## src/rtl/inst_queue_p.sv

```systemverilog
// ---------------------------------------------------------------------------
// inst_queue_p
//
// Instruction queue sitting between the fetch unit (IF) and the decoder (ID).
// Holds {inst, pc, pred} entries in a circular buffer. Each accepted pop moves
// the head entry into a registered output stage. The queue also provides a
// registered almost-full stall to IF, an exact occupancy count, a sticky
// overflow flag and a flush input.
//
// Ports:
//   clk_in        - single clock, all logic on the rising edge
//   rst_in        - synchronous active-high reset
//   rdy_in        - global enable; low freezes every register
//   clear         - synchronous flush (misprediction / rollback)
//   push_in       - IF presents {inst_in, pc_in, pred_in} this cycle
//   inst_in       - instruction
//   pc_in         - PC of the instruction
//   pred_in       - predicted-taken bit
//   if_stall      - registered almost-full backpressure to IF
//   pop_in        - ID requests one entry
//   valid_out     - registered; output fields carry a fresh entry this cycle
//   inst_out      - registered head instruction
//   pc_out        - registered head PC
//   pred_out      - registered head prediction bit
//   empty_out     - registered, occupancy is zero
//   count_out     - registered occupancy, 0..DEPTH
//   overflow_err  - sticky; a push was dropped because the queue was full
// ---------------------------------------------------------------------------
module inst_queue_p #(
    parameter int DEPTH    = 16,
    parameter int ADDR_W   = 4,
    parameter int INST_W   = 32,
    parameter int PC_W     = 32,
    parameter int AF_SLACK = 3
) (
    input  logic              clk_in,
    input  logic              rst_in,
    input  logic              rdy_in,
    input  logic              clear,
    input  logic              push_in,
    input  logic [INST_W-1:0] inst_in,
    input  logic [PC_W-1:0]   pc_in,
    input  logic              pred_in,
    output logic              if_stall,
    input  logic              pop_in,
    output logic              valid_out,
    output logic [INST_W-1:0] inst_out,
    output logic [PC_W-1:0]   pc_out,
    output logic              pred_out,
    output logic              empty_out,
    output logic [ADDR_W:0]   count_out,
    output logic              overflow_err
);

    localparam logic [ADDR_W:0]   FULL_CNT = (ADDR_W+1)'(DEPTH);
    localparam logic [ADDR_W:0]   AF_CNT   = (ADDR_W+1)'(AF_SLACK);
    localparam logic [ADDR_W-1:0] PTR_ONE  = ADDR_W'(1);

    logic [INST_W-1:0] r_memInst [DEPTH];
    logic [PC_W-1:0]   r_memPc   [DEPTH];
    logic              r_memPred [DEPTH];

    logic [ADDR_W-1:0] r_head;
    logic [ADDR_W-1:0] r_tail;
    logic [ADDR_W:0]   r_count;

    logic              w_popAcc;
    logic              w_pushAcc;
    logic [ADDR_W:0]   w_countNext;
    logic [ADDR_W:0]   w_freeNext;
    logic              w_stallNext;

    // Acceptance decisions use the registered count only. A push into a full
    // queue is still legal when a pop frees the head slot in the same edge,
    // and there is no bypass: an entry pushed into an empty queue cannot be
    // popped until the following edge.
    always_comb begin
        w_popAcc    = pop_in && (r_count != '0);
        w_pushAcc   = push_in && ((r_count < FULL_CNT) || w_popAcc);
        w_countNext = r_count
                    + {{ADDR_W{1'b0}}, w_pushAcc}
                    - {{ADDR_W{1'b0}}, w_popAcc};
        w_freeNext  = FULL_CNT - w_countNext;
        w_stallNext = (w_freeNext <= AF_CNT);
    end

    // Storage array write port. The array is not reset; its contents only
    // matter between the pointers, which reset and clear already empty.
    always_ff @(posedge clk_in) begin
        if (!rst_in && !clear && rdy_in && w_pushAcc) begin
            r_memInst[r_tail] <= inst_in;
            r_memPc[r_tail]   <= pc_in;
            r_memPred[r_tail] <= pred_in;
        end
    end

    // Pointers, occupancy, status flags and the output stage. Reset beats
    // clear, clear beats the enable, and with rdy_in low every register
    // holds (valid_out included). Clear behaves like reset except that the
    // sticky overflow flag survives it.
    always_ff @(posedge clk_in) begin
        if (rst_in) begin
            r_head       <= '0;
            r_tail       <= '0;
            r_count      <= '0;
            valid_out    <= 1'b0;
            empty_out    <= 1'b1;
            if_stall     <= 1'b0;
            overflow_err <= 1'b0;
            inst_out     <= '0;
            pc_out       <= '0;
            pred_out     <= 1'b0;
        end else if (clear) begin
            r_head       <= '0;
            r_tail       <= '0;
            r_count      <= '0;
            valid_out    <= 1'b0;
            empty_out    <= 1'b1;
            if_stall     <= 1'b0;
            inst_out     <= '0;
            pc_out       <= '0;
            pred_out     <= 1'b0;
        end else if (rdy_in) begin
            if (w_popAcc) begin
                inst_out <= r_memInst[r_head];
                pc_out   <= r_memPc[r_head];
                pred_out <= r_memPred[r_head];
                r_head   <= r_head + PTR_ONE;
            end
            valid_out <= w_popAcc;
            if (w_pushAcc) begin
                r_tail <= r_tail + PTR_ONE;
            end
            if (push_in && !w_pushAcc) begin
                overflow_err <= 1'b1;
            end
            r_count   <= w_countNext;
            empty_out <= (w_countNext == '0);
            if_stall  <= w_stallNext;
        end
    end

    assign count_out = r_count;

endmodule

```

## config.mk

```make
export PLATFORM = sky130hd
export DESIGN_NAME = inst_queue_p
export DESIGN_NICKNAME = d
export VERILOG_FILES = /design/src/rtl/inst_queue_p.sv
export SDC_FILE = /design/constraint.sdc
export NUM_CORES = 1
export LEC_CHECK = 0
export CAP_MARGIN = 20
export CORE_MARGIN = 4
export CORE_UTILIZATION = 45
export DETAILED_ROUTE_END_ITERATION = 6
export GPL_TIMING_DRIVEN = 1
export PLACE_DENSITY = 0.73
export SKIP_LAST_GASP = 1
export SLEW_MARGIN = 20
export SYNTH_ARGS = -nofsm -noshare
export SYNTH_HDL_FRONTEND = slang
export SYNTH_SLANG_ARGS = --single-unit
export TNS_END_PERCENT = 50
```

## constraint.sdc

```tcl
create_clock -name clk_in -period 6.2 [get_ports clk_in]
set_clock_uncertainty 0.2 [all_clocks]
set_input_delay 0.93 -clock clk_in [delete_from_list [all_inputs] [get_ports clk_in]]
set_output_delay 0.93 -clock clk_in [all_outputs]
set_load 0.05 [all_outputs]
```

==> summary.txt <==
Drt
  – Initial DRC count: 1867
  – Post-route DRC violation count: 0
  – Drt pass-1 iters: 5
  – Via density: between 5 and 6
  – DR vias: around 19k
  – DRT Wirelength: between 80 and 90 mm
  – DRT antenna net count: 0
  – DR WL/cell: roughly 25 um

Yosys
  – Post-Syn Area: between 40000 and 50000 um^2
  – Share of the synthesized area in the top cell type: 73.8%
  – Top FF cell, synth: edfxtp_1
  – Netlist cell types: 47
  – Top cells by area, synth: edfxtp_1 74%, mux4_2 14%, dfxtp_1 3.9%
  – Largest area contributor in the netlist: edfxtp_1
  – Register area share after synthesis: between 70% and 80%
  – Total nets after synthesis: roughly 2.0k
  – Post-synth EDFFs: roughly 1.0k
  – Flops & latches, synth: roughly 1.1k
  – Yosys warns: 0
  – Post-Syn Instances: around 1.9k
  – Post-synth ARST share: 0%
  – Syn_area_per_cell: between 20 and 25 um^2

Worst hold path
  – Hold WC Path Type: reg -> reg

Clock tree
  – Post CTS Setup Buffer Count: 0
  – Cts hold-fix bufs: 0
  – Number of clock sinks: 1122
  – TritonCTS buffer count: about 110
  – Worst-Skew Late Latency: 0.66 ns
  – Root Driver: clkbuf_16
  – # resized after CTS: 0
  – Clock Path Buffers: 3
  – CTS tree: yes
  – Htree depth: 3
  – Clk slew on worst S/H paths: ~0.060 ns

Final layout
  – Nets: about 2.1k
  – Seq. cell area: 32900 um^2
  – Number of fill cells: 7013
  – Area of the multi-input gates: 9010 um^2
  – Finished Core Util: 52.4%
  – P&R area growth vs syn: 15.5%
  – Share of post-route cells with drive strength above 1: roughly 25%

Critical path
  – Critical path data arrival time: 4.06 ns
  – Crit-path max FO: 65
  – CP startpoint kind: input pin
  – Worst R2R Setup Slack: ~2.4 ns
  – WP data required: 6.26 ns
  – Worst Setup End Kind: flop
  – Crit path kind: in -> reg

STA
  – Max-slew violations: 0
  – Final setup fails: 0
  – Setup ws final: about 2.2 ns
  – Measured slew at the worst slew-check pin: between 1 and 1.5 ns
  – TNS Setup: 0 ns
  – RSZ-0062 raised after global routing: false
  – Slew HR: 25.5%
  – Minimum clock period: ~4.0 ns
  – Max Fclk: between 200 and 250 MHz
  – Tcrit/Tclk final: roughly 65%
  – Fin. Hold Viols: 0

GRT
  – Tot GR Track Use: between 10% and 20%
  – Vias in the first global route: ~21k
  – First-pass GRT wire length: 129 mm
  – Grt total ovfl: 0
  – Initial antenna violation count: 1
  – Largest net degree at the start of global routing: 146

Floorplanning
  – Die area: slightly below 100000 um^2
  – Die Wd: 315 um
  – Row count: 112
  – Die Y-Extent: roughly 310 um
  – Core Area: 93300 um^2
  – Num ports: about 150
  – Starting Density: between 40% and 50%

Status
  – Status: finished, final reports clean

Place
  – IO buf count: between 100 and 150
  – Worst slack, placed: 1.57 ns
  – HPWL after detailed placement: roughly 44 mm
  – Placer Congestion: ~0.75

Power and ir drop
  – Lkg Pwr: 14.8 nW
  – IR drop worst, VDD: 0.201 mV
  – Pwr dens: 309 nW/um^2

Run
  – Max Cap Viol: 0
## power by group
group	switching, mW	total, mW	internal, mW	leakage [nW]
combinational	0.234	0.379	0.146	3.04
clock	2.68	6.43	3.75	1.73
sequential	0.0118	8.29	8.28	10.0
total	2.92	15.1	12.2	14.8
## kinds of logic after synthesis
family / count (synthesis) / synth area share, %
fa+ha+maj: 14 / 0.432
mux: 394 / 17.2
compound gates: 84 / 1.85
simple gates: 132 / 1.45
buf+inv: 112 / 1.22
flops: 1122 / 77.7
xor+xnor: 9 / 0.186
## Yosys cell counts, types with 2 or more instances
cell type / count
a211oi_1: 2
a21o_1: 2
a21oi_1: 4
a221o_1: 65
and2_1: 12
and3_1: 3
and4_1: 2
buf_1: 12
buf_2: 36
buf_6: 7
clkbuf_1: 43
dfxtp_1: 82
edfxtp_1: 1040
ha_1: 13
inv_1: 14
mux2_2: 65
mux2i_1: 69
mux4_2: 260
nand2_1: 7
nand3_1: 3
nand4b_1: 3
nor2_1: 88
nor3_1: 2
o21ai_0: 2
o22ai_1: 2
xnor2_1: 7
xor2_1: 2
## flip-flops by register name, indices dropped and copies added, names as in the netlist, 4 cells and up
register and cells:
inst_out 32, r_memInst 512, r_tail 4, r_memPred 16
r_head 4, pc_out 32, count_out 5, r_memPc 512
## critical path, stage by stage
cell and delay (ns):
clkdlybuf4s50_1 0.80, nand2_1 0.19, nor2_1 0.39, nor4b_1 0.72, and2_4 0.98
## cells in the final DEF, fill, tap and decap left out, drive strengths merged, types with 3 or more instances in the layout
cell and count:
a21oi 4, a221o 65, and2 13, and3 4
buf 27, bufinv 9, clkbuf 154, clkdlybuf4s50 144
clkinv 32, dfxtp 82, edfxtp 1040, ha 13
inv 17, mux2 65, mux2i 69, mux4 260
nand2 7, nand3 3, nand4b 3, nor2 88
xnor2 7
## area by class of cell
cell class | instances | share of cell area [%]
Antenna cell | 1 | 0.00512
Clock buffer | 154 | 6.16
Clock inverter | 46 | 1.02
Inverter | 14 | 0.107
Multi-Input combinational cell | 633 | 18.4
Sequential cell | 1122 | 67.2
Tap cell | 1254 | 3.21
Timing Repair Buffer | 171 | 3.83
## layer usage
| layer | wire, um | GRT usage [%] | share of wire [%] | up-vias |
|---|---|---|---|---|
| met3 | 4600 | 2.60 | 5.5 | 126 |
| met2 | 42400 | 28.7 | 51 | 643 |
| met4 | 1770 | 4.85 | 2.1 | 0 |
| li1 | - | - | - | 8218 |
| met5 | 0 | 0 | 0 | - |
| met1 | 34800 | 23.3 | 42 | 10300 |
## stage by stage
| stage | cells | hold WS, ns | total power, mW | instance area, um^2 |
|---|---|---|---|---|
| global placement | 3184 | 0.271 | 8.81 | 45200 |
| CTS | 3385 | 0.296 | 15.2 | 48700 |
| detailed placement | 3185 | 0.280 | 8.83 | 45200 |
| global route | 3394 | 0.330 | 15.6 | 48900 |
| floorplan | 1867 | 0.299 | 8.63 | 42300 |
| finish | 3395 | 0.295 | 15.1 | 48900 |
## path summary, 6_finish.rpt
check,startpoint,to,depth (start not counted)
min,inst_out[12]$_SDFFE_PP0P_,inst_out[12]$_SDFFE_PP0P_,1
max,rdy_in,r_memInst[0][3]$_DFFE_PP_,5
min reg2reg,inst_out[12]$_SDFFE_PP0P_,inst_out[12]$_SDFFE_PP0P_,1
max reg2reg,count_out[2]$_SDFFE_PP0P_,if_stall$_SDFFE_PP0P_,14
Power figures use the tool's default switching activity.
